<file path="config.mk">
export PLATFORM = sky130hd
export DESIGN_NAME = regfile_mp
export DESIGN_NICKNAME = d
export VERILOG_FILES = /design/src/rtl/regfile_mp.sv
export SDC_FILE = /design/constraint.sdc
export NUM_CORES = 2
export LEC_CHECK = 0
export BUFFER_PORTS_ARGS = -buffer_cell sky130_fd_sc_hd__buf_2
export CAP_MARGIN = 5
export CORE_ASPECT_RATIO = 0.5
export CORE_UTILIZATION = 50
export DETAILED_ROUTE_END_ITERATION = 6
export PLACE_DENSITY = 0.66
export SETUP_SLACK_MARGIN = 0.5
export SLEW_MARGIN = 20
export SYNTH_ARGS = -nofsm -noshare
export SYNTH_HDL_FRONTEND = slang
export SYNTH_SLANG_ARGS = --single-unit
</file>
<file path="constraint.sdc">
create_clock -name clk -period 5.5 [get_ports clk]
set_input_delay 0.825 -clock clk [delete_from_list [all_inputs] [get_ports clk]]
set_output_delay 0.825 -clock clk [all_outputs]
set_load 0.02 [all_outputs]
</file>
<file path="src/rtl/regfile_mp.sv">
// Multi-port integer register file with write-through bypass, an optional
// hard-wired zero register, and a post-reset clear sweep gated by 'ready'.

// One read port: storage lookup, then bypass from same-cycle writes.
module regfile_mp_rd #(
  parameter int XLEN     = 32,
  parameter int NREGS    = 32,
  parameter int AW       = 5,
  parameter int NUM_WR   = 1,
  parameter int ZERO_REG = 1
) (
  input  logic                        ready,
  input  logic [AW-1:0]               raddr,
  input  logic [NREGS-1:0][XLEN-1:0]  mem,
  input  logic [NUM_WR-1:0]           we,
  input  logic [NUM_WR*AW-1:0]        waddr,
  input  logic [NUM_WR*XLEN-1:0]      wdata,
  output logic [XLEN-1:0]             rdata
);
  // Ascending port scan so the highest-indexed matching writer wins.
  always_comb begin
    rdata = '0;
    if (ready) begin
      rdata = mem[raddr];
      for (int j = 0; j < NUM_WR; j++)
        if (we[j] && (waddr[j*AW +: AW] == raddr))
          rdata = wdata[j*XLEN +: XLEN];
      if ((ZERO_REG != 0) && (raddr == '0))
        rdata = '0;
    end
  end
endmodule

module regfile_mp #(
  parameter int XLEN     = 32,
  parameter int NREGS    = 32,
  parameter int AW       = 5,
  parameter int NUM_RD   = 2,
  parameter int NUM_WR   = 1,
  parameter int ZERO_REG = 1
) (
  input  logic                     clk,
  input  logic                     rst,
  input  logic [NUM_RD*AW-1:0]     raddr,
  output logic [NUM_RD*XLEN-1:0]   rdata,
  input  logic [NUM_WR-1:0]        we,
  input  logic [NUM_WR*AW-1:0]     waddr,
  input  logic [NUM_WR*XLEN-1:0]   wdata,
  output logic                     ready,
  output logic                     clr_busy
);
  typedef enum logic {CLEAR, RUN} state_t;

  state_t                     state, state_n;
  logic [AW-1:0]              idx;
  logic [NREGS-1:0][XLEN-1:0] mem;

  assign ready    = (state == RUN);
  assign clr_busy = ~ready;

  // State register; reset always restarts the sweep.
  always_ff @(posedge clk) begin
    if (rst) state <= CLEAR;
    else     state <= state_n;
  end

  // Leave CLEAR on the edge that clears the last entry.
  always_comb begin
    state_n = state;
    if ((state == CLEAR) && (idx == AW'(NREGS-1)))
      state_n = RUN;
  end

  // Sweep index; wraps to 0 on the final clear and then holds in RUN.
  always_ff @(posedge clk) begin
    if (rst)                 idx <= '0;
    else if (state == CLEAR) idx <= idx + 1'b1;
  end

  // Storage: sweep writes in CLEAR, port writes in RUN (later port wins).
  always_ff @(posedge clk) begin
    if (!rst) begin
      if (state == CLEAR) begin
        mem[idx] <= '0;
      end else begin
        for (int j = 0; j < NUM_WR; j++)
          if (we[j] && !((ZERO_REG != 0) && (waddr[j*AW +: AW] == '0)))
            mem[waddr[j*AW +: AW]] <= wdata[j*XLEN +: XLEN];
      end
    end
  end

  for (genvar i = 0; i < NUM_RD; i++) begin : g_rd
    regfile_mp_rd #(
      .XLEN(XLEN), .NREGS(NREGS), .AW(AW), .NUM_WR(NUM_WR), .ZERO_REG(ZERO_REG)
    ) u_rd (
      .ready (ready),
      .raddr (raddr[i*AW +: AW]),
      .mem   (mem),
      .we    (we),
      .waddr (waddr),
      .wdata (wdata),
      .rdata (rdata[i*XLEN +: XLEN])
    );
  end
endmodule

</file>
---- Word-level counts from Yosys, hierarchy flattened ----
Cells that the tools add are included.
operators by class
  $add $sub $neg .......................... 1
  $lt $le $gt $ge ......................... 6
  eq/ne operators ......................... 4
  multiplexer cells ....................... 17
  bitwise operators ....................... 4
  reductions and logical operators ........ 11
operators with widths
  cell                  number
  $mux 1024             2
  $and 1024x1024->1024  1
  $bwmux 1024           1
  $not 1024->1024       1
  $bmux 32 s5           2
  $demux 32 s5          2
  $mux 32               10
  $lt 5x6->1 const B    4
  $logic_not 5->1       3
  $eq 5x5->1            2
  $ge 5x1->1 const B    2
  $logic_and 1x1->1     6
  $add 5x1->5 const B   1
  $eq 5x5->1 const B    1
  $ne 2x1->1 const B    1
  $not 1->1             2
  $reduce_and 2->1      1
  $logic_not 1->1       1
storage, ports and cells
  register bits ........................... 1030
  input port bits ......................... 50
  output and inout port bits .............. 66

---- Longest topological paths before layout ----
  depth in word-level cells ............... 7
  gate-level depth with buffers ........... 10

---- Modules after synthesis ----
A second synthesis with hierarchy kept.
unflattened totals
  cells, all modules ...................... 4979
  area total of the unflattened synthesis .. 61207.5 µm²
by module, submodules not included
  module         times used  cells each  area each (µm²)
  regfile_mp     1           2775        43100.1
  regfile_mp_rd  2           1102        9053.7

---- Worst setup path before layout ----
OpenSTA, ideal clock, no wires.
  path kind ............................... input-to-reg
  start point ............................. input waddr[3]
  end point ............................... register mem[352] (netlist name) (enable)
  library setup time ...................... 0.432 ns
  arrival time ............................ 3.561 ns
  path slack .............................. 1.507 ns
  stages .................................. 6
  cells stage by stage .................... clkbuf_1 -> or3b_2 -> nor2_1 -> inv_1 -> clkbuf_1 -> a21oi_1
on the way
  word-level cells in the longest chain between the ends .. 5
ends and longest elaborated chain
  what                           RTL line  source
  start, declared                47        input logic [NUM_WR*AW-1:0] waddr,
  $logic_not 5->1                87        if (we[j] && !((ZERO_REG != 0) && (waddr[j*AW +: AW] == '0)))
  $logic_not 1->1                87
  $logic_and 1x1->1              87
  $ne 2x1->1 (no line)           n/a
  $reduce_and 2->1 (no line)     n/a
  end signal, assigned by index  88        mem[waddr[j*AW +: AW]] <= wdata[j*XLEN +: XLEN];
  end, declared                  56        logic [NREGS-1:0][XLEN-1:0] mem;
No other way between the ends.
A chain may end at the register's enable or synchronous reset.

---- Worst setup path after layout ----
  start point ............................. input raddr[0]
  end point ............................... output rdata[31]
on the way
  word-level cells in the longest chain between the ends .. 5
ends and longest elaborated chain
  what                                                                       RTL line  source
  start, declared                                                            44        input logic [NUM_RD*AW-1:0] raddr,
  $bmux 32 s5 / $eq 5x5->1 (equally long branches)                           24, 26
  $mux 32 (implied by the code) / $logic_and 1x1->1 (equally long branches)  24, 26
  $mux 32                                                                    26        if (we[j] && (waddr[j*AW +: AW] == raddr))
  $mux 32 (*)                                                                28        if ((ZERO_REG != 0) && (raddr == '0))
  $mux 32 (*)                                                                23        if (ready) begin
  end, declared                                                              45        output logic [NUM_RD*XLEN-1:0] rdata,
Mark *: on every way between the ends. The rest lies on a longest branch, timed or not. The select of a mux whose other input is x is not followed.

==> qor.yml <==
clocking:
  cts_hold_buf: 0
  cts_tree: "yes"
  cts_root_buffer: "clkbuf_16"
  clkTransAtPathRegs_ns: 0.07
  clock_latency_ns: 0.74
  post_cts_resized: 0
  clock-sinks: 1030
  cts_made_buffers: 98
  htree_levels: 3
  cts_setup_buffers: 0
  ctsLongestPathBuffers: 3
synth:
  synth_top_area_share: 0.513
  async_flop_share: 0
  synth_most_common_cell: "nand2_1"
  synth-seq-cells: 1030
  post_synth_instance_area_mm2: 0.0599
  synth_warnings: 0
  synth.yosys.seq_area_share: 0.515
  synth_cell_type_count: 48
  yosys-top-cells-area: "edfxtp_1, mux4_2, o21ai_0"
  syn_nets: 5364
  ys.flop_type: "edfxtp_1"
  synth_cells: 5309
  syn_area_per_cell_um2: 11.3
  synth_largest_area_cell: "edfxtp_1"
  synth_edf_count: 1024
  ys_top_cells_by_count: "nand2_1, o21ai_0, edfxtp_1, mux2i_1, clkbuf_1"
route:
  wl_per_cell_um: 35.3
  drc: 17
  routed_wl_um: 243000
  drt-vias-per-instance: 7.35
  drt-initial-drc-count: 8921
  num_vias: 50600
  ant_nets: 0
  dr.pass1.iters: 7
power_and_ir_drop:
  power_frac_comb: 0.143
  p_switching_w: 0.00530
  seqPwrFrac: 0.501
  vdd_drop_max_mv: 0.257
  power_frac_clock: 0.356
  swShare: 0.276
  internal_power_w: 0.0139
  p_leak_nw: 25.1
  power.density_mw_per_mm2: 290
hold_path:
  min_to: "idx[1]"
  hold_class: "in2reg"
  hold_start: "rst"
  min_path_cells: 2
worst_setup_path:
  r2r_end: "mem[814]"
  reg2regPathDepth: 6
  end_kind: "output pin"
  startpoint_type: "primary input"
  critical_path_class: "in2out"
  reg2reg_from: "ready"
  worstPathMaxFanout: 50
  cp.required_ns: 4.68
  cp-startpoint: "raddr[0]"
  crit_arrival_ns: 4.27
  rrSetupSlack_ns: 2.30
floorplanning:
  core_area_mm2: 0.118
  io-pin-count: 116
  die_w_um: 492
  die_y_um: 247
  die_area_mm2: 0.121
  initial_core_util: 0.506
  rows: 89
cells_and_area:
  fin_util: 0.559
  syn2layout_area_growth_pct: 10.5
  nNetsFinal: 5266
  nFillCells: 9740
  drive_gt1_frac: 0.181
placed_design:
  dp_hpwl_um: 147000
  routabilityCongestion: 1.05
  numPortBuffers: 115
sta:
  setup_viol: 0
  whs_ns: 0.474
  timing.final.crit_share: 0.927
  fmax_mhz: 196
  skew_ns: 0.0214
  finalSetupTns_ns: 0
  worst_pin_slew_ns: 1.16
  grt_setup_unrepaired: "no"
  min_period_ns: 5.10
  slew_headroom: 0.222
  finalHoldViolCount: 0
  drv_slew: 0
global_route:
  grt_pass1_vias: 47800
  antenna_found_initial: 9
  grt_use_total: 0.394
  grt_pass1_wl_um: 343000
  grt_max_degree: 84
  grt_overflow: 0
job:
  max_cap_viol_count: 0
run_status:
  violations: "DRC"
  status: "finished with violations"
stage by stage:
step / instance area (um^2) / std cells / power (W) / setup slack (ns)
3_3_place_gp: 63100 / 6703 / 0.0123 / 0.776
4_1_cts: 66200 / 6882 / 0.0190 / 0.781
3_5_place_dp: 63100 / 6703 / 0.0124 / 0.774
2_1_floorplan: 59900 / 5309 / 0.0113 / 1.51
6_report: 66200 / 6885 / 0.0192 / 0.402
5_1_grt: 66200 / 6882 / 0.0196 / 0.529
worst max-delay path, stage by stage:
cell	delay (ns)
buf_8	0.39
buf_12	0.30
buf_12	0.37
mux2i_1	0.95
o22ai_1	0.24
nor2_1	0.41
o221ai_1	0.19
o221a_2	0.34
buf_2	0.18
layer usage:
layer / GRT usage / up-vias / share of wire / routed length, um
li1: - / 20000 / - / -
met1: 0.507 / 24800 / 0.34 / 82800
met2: 0.560 / 4878 / 0.41 / 100000
met3: 0.192 / 960 / 0.19 / 47200
met4: 0.172 / 8 / 0.053 / 13000
met5: 0 / - / 0.00073 / 177
cell usage in the layout, fill, tap and decap left out, types with 10 or more instances in the layout:
master     Yosys  routed
and2_1        35      35
xor2_1        10      10
a31oi_4        0      15
clkinv_1       0      31
o221ai_1      73      73
nand2_1     1091    1082
o21ai_0     1076    1076
nor2_1        43      37
mux2_2        26      26
mux4_2       320     320
a211o_1       20      20
clkbuf_16      0     101
edfxtp_1    1024    1024
clkbuf_1     434      15
buf_4         48     219
a31oi_1       47      32
a21oi_4        0      48
a22oi_1       53      53
nand3_1       32      29
nor3b_1       15      15
a21oi_1       80      32
buf_12         0      27
buf_2         42     109
o221a_2       23      23
nor2b_1       70      65
a41oi_1       25      25
o22ai_1       89      89
mux2i_1      441     441
clkinv_2       0      14
a22o_1        32      32
inv_1         31      31
a211oi_1      15      15
how the worst max path moves through the flow:
stage,endpoint,cells past startpoint
2_1_floorplan,mem[352],6
3_3_place_gp,rdata[31],9
3_5_place_dp,rdata[31],9
4_1_cts,rdata[31],9
5_1_grt,rdata[31],9
6_report,rdata[31],9
registers in the layout, indices dropped and copies added, names as in the netlist:
register  count
ready         1
mem        1024
idx           5
kinds of logic after synthesis:
group	after synthesis	share of synthesized area
xor gates and xnor gates	13	0.00190
muxes	787	0.199
adders and majority gates	5	0.00104
buffers and inverters	590	0.0427
AOI/OAI and AO/OA	1569	0.151
and+or+nand+nor	1315	0.0897
DFF	1030	0.515
area by class of cell:
cell class | instances | area [um^2] | area share
sequential | 1030 | 30900 | 0.466
multi-input combinational | 3689 | 27400 | 0.413
timing repair buffer | 361 | 2810 | 0.0424
clock buffer | 116 | 2580 | 0.0390
tap | 1592 | 1990 | 0.0301
clock inverter | 63 | 462 | 0.00697
inverter | 31 | 116 | 0.00176
antenna | 3 | 7.51 | 0.000113
power by group through the flow:
stage	logic [W]	registers, W	clock network [W]
2_1_floorplan	0.00167	0.00964	0
3_3_place_gp	0.00255	0.00973	0
3_5_place_dp	0.00261	0.00977	0
4_1_cts	0.00262	0.00960	0.00678
5_1_grt	0.00284	0.00967	0.00706
6_report	0.00275	0.00961	0.00684
Power figures use the tool's default switching activity.
